## src/rtl/io_bus_arbiter_pkg.sv

```systemverilog
// Shared definitions for the IO bus arbiter: FSM state encoding and
// device id constants used by both the arbiter and IODevices.
package io_bus_arbiter_pkg;

    typedef enum logic [1:0] {
        IOB_IDLE  = 2'd0,
        IOB_ISSUE = 2'd1,
        IOB_WAIT  = 2'd2,
        IOB_RESP  = 2'd3
    } iob_state_e;

    localparam logic [7:0] PROM_ID    = 8'd2;
    localparam logic [7:0] CONSDEV_ID = 8'd3;
    localparam logic [7:0] IPC_ID     = 8'd7;

endpackage

```

## src/rtl/io_bus_arbiter_rr_arbiter.sv

```systemverilog
// Combinational round-robin picker: first request at or after ptr, wrapping.
// Ports: req (request vector), ptr (priority start), grant (one-hot),
// grant_idx (encoded winner), grant_any (some request present).
module rr_arbiter #(
    parameter int NUM_REQ = 2,
    parameter int IDX_W   = 1
) (
    input  logic [NUM_REQ-1:0] req,
    input  logic [IDX_W-1:0]   ptr,
    output logic [NUM_REQ-1:0] grant,
    output logic [IDX_W-1:0]   grant_idx,
    output logic               grant_any
);

    always_comb begin : pick
        int j;
        j         = 0;
        grant     = '0;
        grant_idx = '0;
        grant_any = 1'b0;
        for (int k = 0; k < NUM_REQ; k++) begin
            j = int'(ptr) + k;
            if (j >= NUM_REQ) begin
                j = j - NUM_REQ;
            end
            if (!grant_any && req[j]) begin
                grant_any = 1'b1;
                grant[j]  = 1'b1;
                grant_idx = IDX_W'(j);
            end
        end
    end

endmodule

```

## src/rtl/io_bus_arbiter.sv

```systemverilog
// Shares one IODevices port between NUM_REQ requesters, one transaction at
// a time, round-robin. Ports: clk, reset (async, active-high);
// req_valid/req_ready/req_write/req_device_id/req_wdata (request side);
// rsp_valid/rsp_rdata (response side); io_device_id/io_value_in/
// io_is_write/io_value_out (device bus).
module io_bus_arbiter
    import io_bus_arbiter_pkg::*;
#(
    parameter int NUM_REQ    = 2,
    parameter int DATA_W     = 32,
    parameter int ID_W       = 8,
    parameter int RD_LATENCY = 1
) (
    input  logic                      clk,
    input  logic                      reset,
    input  logic [NUM_REQ-1:0]        req_valid,
    output logic [NUM_REQ-1:0]        req_ready,
    input  logic [NUM_REQ-1:0]        req_write,
    input  logic [NUM_REQ*ID_W-1:0]   req_device_id,
    input  logic [NUM_REQ*DATA_W-1:0] req_wdata,
    output logic [NUM_REQ-1:0]        rsp_valid,
    output logic [DATA_W-1:0]         rsp_rdata,
    output logic [ID_W-1:0]           io_device_id,
    output logic [DATA_W-1:0]         io_value_in,
    output logic                      io_is_write,
    input  logic [DATA_W-1:0]         io_value_out
);

    localparam int IDX_W = (NUM_REQ > 1) ? $clog2(NUM_REQ) : 1;
    localparam int CNT_W = (RD_LATENCY >= 1) ? $clog2(RD_LATENCY + 1) : 1;

    if (RD_LATENCY < 1) begin : g_bad_latency
        $error("io_bus_arbiter: RD_LATENCY must be >= 1");
    end

    iob_state_e          state_q, state_d;
    logic [IDX_W-1:0]    rr_ptr_q, rr_ptr_d;
    logic [IDX_W-1:0]    owner_q, owner_d;
    logic [CNT_W-1:0]    cnt_q, cnt_d;
    logic                io_is_write_q, io_is_write_d;
    logic [ID_W-1:0]     io_device_id_q, io_device_id_d;
    logic [DATA_W-1:0]   io_value_in_q, io_value_in_d;
    logic [DATA_W-1:0]   rsp_rdata_q, rsp_rdata_d;

    logic [NUM_REQ-1:0]  grant;
    logic [IDX_W-1:0]    grant_idx;
    logic                grant_any;

    rr_arbiter #(
        .NUM_REQ (NUM_REQ),
        .IDX_W   (IDX_W)
    ) u_rr (
        .req       (req_valid),
        .ptr       (rr_ptr_q),
        .grant     (grant),
        .grant_idx (grant_idx),
        .grant_any (grant_any)
    );

    always_comb begin
        state_d        = state_q;
        rr_ptr_d       = rr_ptr_q;
        owner_d        = owner_q;
        cnt_d          = cnt_q;
        io_is_write_d  = 1'b0;
        io_device_id_d = io_device_id_q;
        io_value_in_d  = io_value_in_q;
        rsp_rdata_d    = rsp_rdata_q;
        unique case (state_q)
            IOB_IDLE: begin
                if (grant_any) begin
                    owner_d = grant_idx;
                    if (grant_idx == IDX_W'(NUM_REQ - 1)) begin
                        rr_ptr_d = '0;
                    end else begin
                        rr_ptr_d = grant_idx + IDX_W'(1);
                    end
                    // Bus is loaded on the accept edge so it is valid
                    // for the whole ISSUE cycle.
                    io_is_write_d  = req_write[grant_idx];
                    io_device_id_d = req_device_id[grant_idx*ID_W +: ID_W];
                    io_value_in_d  = req_wdata[grant_idx*DATA_W +: DATA_W];
                    state_d        = IOB_ISSUE;
                end
            end
            IOB_ISSUE: begin
                if (io_is_write_q) begin
                    rsp_rdata_d = '0;
                    state_d     = IOB_RESP;
                end else begin
                    cnt_d   = CNT_W'(RD_LATENCY - 1);
                    state_d = IOB_WAIT;
                end
            end
            IOB_WAIT: begin
                if (cnt_q == '0) begin
                    rsp_rdata_d = io_value_out;
                    state_d     = IOB_RESP;
                end else begin
                    cnt_d = cnt_q - CNT_W'(1);
                end
            end
            IOB_RESP: begin
                state_d = IOB_IDLE;
            end
            default: begin
                state_d = IOB_IDLE;
            end
        endcase
    end

    always_ff @(posedge clk or posedge reset) begin
        if (reset) begin
            state_q        <= IOB_IDLE;
            rr_ptr_q       <= '0;
            owner_q        <= '0;
            cnt_q          <= '0;
            io_is_write_q  <= 1'b0;
            io_device_id_q <= '0;
            io_value_in_q  <= '0;
            rsp_rdata_q    <= '0;
        end else begin
            state_q        <= state_d;
            rr_ptr_q       <= rr_ptr_d;
            owner_q        <= owner_d;
            cnt_q          <= cnt_d;
            io_is_write_q  <= io_is_write_d;
            io_device_id_q <= io_device_id_d;
            io_value_in_q  <= io_value_in_d;
            rsp_rdata_q    <= rsp_rdata_d;
        end
    end

    // Ready is masked by reset because IDLE is also the reset state.
    always_comb begin
        req_ready = '0;
        if (state_q == IOB_IDLE && !reset) begin
            req_ready = grant;
        end
    end

    always_comb begin
        rsp_valid = '0;
        if (state_q == IOB_RESP) begin
            rsp_valid[owner_q] = 1'b1;
        end
    end

    assign rsp_rdata    = rsp_rdata_q;
    assign io_device_id = io_device_id_q;
    assign io_value_in  = io_value_in_q;
    assign io_is_write  = io_is_write_q;

endmodule

```

## config.mk

```make
export PLATFORM = sky130hd
export DESIGN_NAME = io_bus_arbiter
export DESIGN_NICKNAME = d
export VERILOG_FILES = /design/src/rtl/io_bus_arbiter_pkg.sv /design/src/rtl/io_bus_arbiter_rr_arbiter.sv /design/src/rtl/io_bus_arbiter.sv
export SDC_FILE = /design/constraint.sdc
export NUM_CORES = 1
export LEC_CHECK = 0
export ABC_AREA = 0
export CAP_MARGIN = 20
export CORE_MARGIN = 2
export CORE_UTILIZATION = 38
export DETAILED_ROUTE_END_ITERATION = 8
export GPL_TIMING_DRIVEN = 0
export HOLD_SLACK_MARGIN = 0.02
export MAX_ROUTING_LAYER = met4
export PLACE_DENSITY = 0.87
export SLEW_MARGIN = 0
export SYNTH_ARGS = -nofsm -noshare
export SYNTH_HDL_FRONTEND = slang
export SYNTH_SLANG_ARGS = --single-unit
```

## constraint.sdc

```tcl
create_clock -name clk -period 3.4 [get_ports clk]
set_clock_uncertainty 0.1 [all_clocks]
set_input_delay 0.51 -clock clk [delete_from_list [all_inputs] [get_ports clk]]
set_output_delay 0.51 -clock clk [all_outputs]
set_load 0.01 [all_outputs]
```

==> impl_metrics.py, run 1 <==
metrics = {
    "power": {
        "peakVddDrop_mv": 0.3924,
        "total_leakage_power_uw": 0.002383,
        "power_density_mw_per_mm2": 784.2,
        "power.total_uw": 4412,
    },
    "logic_synthesis": {
        "ys.warnings.count": 0,
        "ys_seq_area_share_pct": 57.92,
        "yosys_register_bits": 77,
        "syn-num-nets": 428,
        "netlist_instances": 305,
        "ys_types": 23,
        "avgSynthCellArea_um2": 10.91,
        "syn-cell-area_mm2": 0.003327,
    },
    "layout": {
        "fillerInstances": 680,
        "num_antenna_cells": 0,
        "postLayoutCellArea_mm2": 0.005627,
        "area_growth_syn_to_layout_pct": 69.12,
        "nets": 634,
        "layout-drive-gt1-share_pct": 6.202,
    },
    "flow_run": {
        "drv_cap": 0,
    },
    "setup_path": {
        "worstSetupEndpointType": "output port",
        "cp.required_ns": 2.79,
        "timing.critical_path.mode_cell": "clkdlybuf4s50_1",
        "critPathKind": "input port to output port",
        "path_cells": "clkdlybuf4s50_1 > nand2b_1 > and3_1 > clkbuf_1 > buf_2 > and2_1 > clkdlybuf4s50_1",
        "critPathMaxFanout": 10,
        "slowest_delay_ns": 0.53,
        "critPathLaunchType": "input port",
        "arrival_ns": 2.49,
        "crit_slowest_cell": "clkdlybuf4s50_1",
    },
    "placed_design": {
        "dp_hpwl_um": 7310,
        "postPlaceCellArea_mm2": 0.005426,
        "gp_congestion": 0.8594,
        "port_buffers": 194,
    },
    "timing": {
        "fmax_ghz": 0.3229,
        "slew_viol_final": 0,
        "setup_violations": 0,
        "relSlewSlack_pct": 69.59,
        "layout_min_cycle_time_ns": 3.096,
        "rsz0062_at_grt": "no",
        "period_share_pct": 91.07,
        "worst_pin_slew_ns": 0.4473,
        "hold_viol": 0,
    },
    "route": {
        "wire_per_inst_um": 15.24,
        "num_vias": 3120,
        "antenna_left": 0,
        "wl_um": 9512,
        "drcViolationCount": 0,
        "vias_per_cell": 5.000,
        "dr.pass1.iters": 5,
        "drt-initial-drc-count": 84,
    },
    "clock_tree": {
        "cts_sinks": 77,
        "cts_max_path_buffers": 2,
        "clockRootBuffer": "clkbuf_8",
        "post_cts_buffers": 0,
        "cts-htree-levels": 3,
        "cts_tree": "yes",
        "numCtsBuffers": 9,
        "path_clk_slew_ns": 0.07,
        "ctsHoldBuffers": 0,
        "clock_latency_ns": 0.33,
        "post_cts_resized": 0,
    },
    "floorplanning": {
        "num_rows": 34,
        "initial_utilization_pct": 38.72,
        "design.die.area_mm2": 0.009520,
        "design.portCount": 195,
        "die_x_um": 97.57,
        "die_h_um": 97.57,
        "coreArea_mm2": 0.008593,
    },
    "grt": {
        "antenna_found_initial": 0,
        "grt_pass1_vias": 3245,
        "grt_max_degree": 44,
        "grt_use_total_pct": 20.57,
        "grt.overflow.total": 0,
        "grt_pass1_wl_um": 15390,
    },
    "min_path": {
        "hold_class": "flip-flop to flip-flop",
    },
    "run_status": {
        "status": "completed",
    },
}
-- stage by stage --
step           setup TNS [ns]  util, %  worst slack, ns  cells  hold WS (ns)
2_1_floorplan               0        -           0.3145    305        0.3625
3_3_place_gp           -36.60    62.89           -1.222    607        0.3609
3_5_place_dp                0    63.15           0.2932    608        0.3713
4_1_cts                     0    65.48           0.2479    624        0.3888
5_1_grt                     0    65.48          0.08600    624        0.4164
6_report                    0    65.48           0.3035    624        0.3830
-- layout make-up --
cell class	count	area [um^2]	area share, %
clock buffers	10	137.6	2.446
inverters	3	13.76	0.2446
plain buffers	24	136.4	2.424
well taps	108	135.1	2.402
multi-input cells	201	1252	22.26
flip-flops and latches	77	1927	34.25
clock inverters	6	62.56	1.112
repair buffers	195	1962	34.87
-- worst paths after layout --
kind	from	end	slack, ns	cells past startpoint
worst max-delay path	req_valid[0]	req_ready[1]	0.30	7
worst min-delay path	rsp_rdata[9]	rsp_rdata[9]	0.38	2
worst max register to register	state_q[0]	rsp_rdata[12]	1.37	6
worst min register to register	rsp_rdata[9]	rsp_rdata[9]	0.38	2
max in group asynchronous	reset	io_value_in[24]	2.18	3
min in group asynchronous	reset	rsp_rdata[11]	0.43	2
-- sequential cells by signal (all words and copies together) (netlist names) --
| signal | flops |
|---|---|
| io_is_write | 1 |
| rsp_rdata | 32 |
| rr_ptr_q | 1 |
| owner_q | 1 |
| io_value_in | 32 |
| state_q | 2 |
| io_device_id | 8 |
-- worst max-delay path, delay by kind of cell --
kind	cells	cell delay [ns]
buf+inv	4	1.54
simple gates	3	0.43
-- Yosys cell counts (all sizes together) --
library cell / count / area (um^2)
inv: 3 / 11.26
nor3b: 1 / 7.510
a21o: 2 / 15.01
and2: 43 / 269.0
mux2i: 1 / 13.76
dfrtp: 77 / 1927
clkbuf: 12 / 45.04
buf: 12 / 91.33
nand2: 65 / 244.0
nor2b: 1 / 6.260
nand3: 2 / 10.01
o21ai: 33 / 165.2
and3: 2 / 12.51
mux2: 1 / 11.26
a2111oi: 1 / 8.760
a21boi: 1 / 7.510
ha: 5 / 62.56
a221o: 40 / 400.4
a21oi: 1 / 5.000
nand2b: 1 / 6.260
o21bai: 1 / 7.510
-- routing by layer --
layer  part of all wire, %  GRT usage (%)  up-vias  wire, um
li1                      -              -     1484         -
met1                    42          25.27     1489      4031
met2                    50          33.85      132      4764
met3                   5.7          4.029       15       546
met4                   1.8          7.692        0       170
met5                     0              -        -         0
-- placed cells by master (no fill, tap or decap), drive strengths merged, types with 3 or more instances in the layout --
cell / instances
a221o: 40
and2: 43
buf: 13
clkbuf: 22
clkdlybuf4s50: 194
clkinvlp: 3
dfrtp: 77
ha: 5
inv: 3
nand2: 65
o21ai: 33
-- power by group --
part	total, uW	internal [uW]	switching [uW]
registers	1500	1300	203
clock network	692	357	335
logic	2220	1250	967
total	4410	2910	1500
-- logic make-up after synthesis --
family	after synthesis	synth area share, %
and+or+nand+nor	115	16.70
AOI/OAI and AO/OA	79	18.31
buffers and inverters	27	4.437
adders and majority gates	5	1.880
DFF	77	57.92
muxes	2	0.7520
No activity file was read; power rests on OpenSTA's default activity.
==> run 2: changes to the inputs <==
- SLEW_MARGIN: 0 -> 20
==> results of run 2 <==
No change in the layout: final DEF, timing and power equal those of run 1.
==> run 3: changes to the inputs <==
- CAP_MARGIN: 20 -> not set
- RECOVER_POWER: not set -> 100
==> run 3 against run 2 <==
  * Register-to-register slack worse by 0.14 ns
  * Hold slack worse by 0.0055 ns
  * Sequential power about the same
  * Global-route usage unchanged
  * Worst setup slack worse by 0.11 ns
  * Via count about the same
  * Core utilization down 0.058 points
  * Combinational power down 7%
  * Power down 3.8%
  * Critical endpoint unchanged
  * Largest cell class unchanged
  * Highest routed layer unchanged
==> impl_metrics.py, run 3 (synthesized netlist as in run 1, its figures left out) <==
metrics = {
    "clock_tree": {
        "post_cts_buffers": 0,
        "cts-htree-levels": 3,
        "cts_max_path_buffers": 2,
        "numCtsBuffers": 9,
        "clock_latency_ns": 0.33,
        "path_clk_slew_ns": 0.08,
        "clockRootBuffer": "clkbuf_8",
        "ctsHoldBuffers": 0,
        "cts_tree": "yes",
        "cts_sinks": 77,
        "post_cts_resized": 0,
    },
    "placed_design": {
        "place_ws_ns": 0.2932,
        "port_buffers": 194,
        "gp_congestion": 0.8594,
        "placed_cells": 608,
        "dp_hpwl_um": 7310,
    },
    "route": {
        "drt-initial-drc-count": 78,
        "wire_per_inst_um": 15.29,
        "wl_um": 9543,
        "dr.pass1.iters": 4,
        "vias_per_cell": 5.005,
        "antenna_left": 0,
        "drcViolationCount": 0,
        "num_vias": 3123,
    },
    "timing": {
        "layout_min_cycle_time_ns": 3.203,
        "setup_violations": 0,
        "hold_viol": 0,
        "worst_pin_slew_ns": 0.7129,
        "relSlewSlack_pct": 51.97,
        "period_share_pct": 94.21,
        "rsz0062_at_grt": "no",
        "worst_slack_ns": 0.1968,
        "slew_viol_final": 0,
        "fmax_ghz": 0.3122,
    },
    "setup_path": {
        "cp.required_ns": 2.79,
        "worstSetupEndpointType": "output port",
        "r2r_slack_ns": 1.23,
        "arrival_ns": 2.59,
        "rr_startpoint": "state_q[0]",
        "critPathLaunchType": "input port",
        "critPathKind": "input port to output port",
        "rr_endpoint": "rsp_rdata[25]",
        "critPathMaxFanout": 10,
        "r2r_cells": 7,
    },
    "layout": {
        "fin_cells": 624,
        "final_cell_mix": "clkdlybuf4s50_1 (116), dlygate4sd3_1 (78), dfrtp_1 (77)",
        "layout_commonest_cell": "clkdlybuf4s50_1",
        "num_antenna_cells": 0,
        "area_growth_syn_to_layout_pct": 68.97,
        "nets": 634,
        "layout-drive-gt1-share_pct": 5.814,
    },
    "min_path": {
        "hold_end": "rsp_rdata[9]",
        "min_from": "rsp_rdata[9]",
        "whs_path_depth": 2,
        "hold_class": "flip-flop to flip-flop",
    },
    "power": {
        "clkPwrFrac_pct": 16.4,
        "share_comb_of_total_power_pct": 48.5,
        "p_sw_share_pct": 35.23,
        "pwr-share-seq_pct": 35.1,
        "total_leakage_power_uw": 0.002515,
        "power_density_mw_per_mm2": 754.9,
        "p_sw_uw": 1495,
        "power.total_uw": 4244,
        "intPower_uw": 2749,
        "peakVddDrop_mv": 0.3745,
    },
    "grt": {
        "grt.overflow.total": 0,
        "antenna_found_initial": 0,
        "grt_max_degree": 44,
        "grt_pass1_vias": 3245,
        "grt_use_total_pct": 20.57,
        "grt_pass1_wl_um": 15390,
    },
    "floorplanning": {
        "initial_utilization_pct": 38.72,
        "die_h_um": 97.57,
        "design.die.area_mm2": 0.009520,
        "coreArea_mm2": 0.008593,
        "num_rows": 34,
        "design.portCount": 195,
        "die_x_um": 97.57,
    },
    "run_status": {
        "status": "completed",
    },
    "flow_run": {
        "drv_cap": 0,
    },
}
run 3: changes by cell type in the layout (fill, tap and decap cells not counted), moves of 30 or more:
| cell | delta |
|---|---|
| dlygate4sd3_1 | +78 |
| and2_0 | +30 |
| clkdlybuf4s50_1 | -78 |
| and2_1 | -30 |
run 3: cell type report:
| type | count | area, um^2 |
|---|---|---|
| plain buffers | 24 | 135.1 |
| clock buffers | 10 | 137.6 |
| clock inverters | 6 | 62.56 |
| fillers | 680 | 2972 |
| inverters | 3 | 13.76 |
| multi-input cells | 201 | 1249 |
| flip-flops and latches | 77 | 1927 |
| well taps | 108 | 135.1 |
| repair buffers | 195 | 1962 |
run 3: worst max path at each step:
stage,from,endpoint,slack (ns),depth (start not counted)
after global placement,reset,req_ready[0],-1.22,4
after global routing,req_valid[0],req_ready[1],0.06,7
after CTS,state_q[0],req_ready[1],0.25,7
after detailed placement,req_valid[0],req_ready[1],0.29,7
after floorplan,reset,req_ready[0],0.31,2
final,req_valid[0],req_ready[1],0.20,7
run 3: through the flow:
step	hold slack (ns)	utilization, %	TNS [ns]	cell area [um^2]
floorplan	0.3625	-	0	3327
global placement	0.3609	62.89	-36.60	5404
detailed placement	0.3713	63.15	0	5426
CTS	0.3888	65.48	0	5627
global route	0.4104	65.42	0	5622
finish	0.3775	65.42	0	5622
run 3: power by group through the flow:
stage / Sequential (uW) / Combinational [uW] / Clock [uW]
floorplan: 1670 / 938 / 0
global placement: 1500 / 2180 / 0
detailed placement: 1510 / 2240 / 0
CTS: 1510 / 2250 / 710
global route: 1540 / 2250 / 754
finish: 1490 / 2060 / 695
run 3: metal layers:
metal  wire [um]  vias to the layer above  GRT usage, %
li1            -                     1487             -
met4         187                        0         7.692
met3         554                       19         4.029
met2        4763                      139         33.85
met5           0                        -             -
met1        4036                     1478         25.27
run 3: worst max-delay path: stages:
cell and delay (ns):
dlygate4sd3_1 0.60, nand2b_1 0.12, and3_1 0.15, clkbuf_1 0.25, buf_2 0.28, and2_1 0.15
clkdlybuf4s50_1 0.53
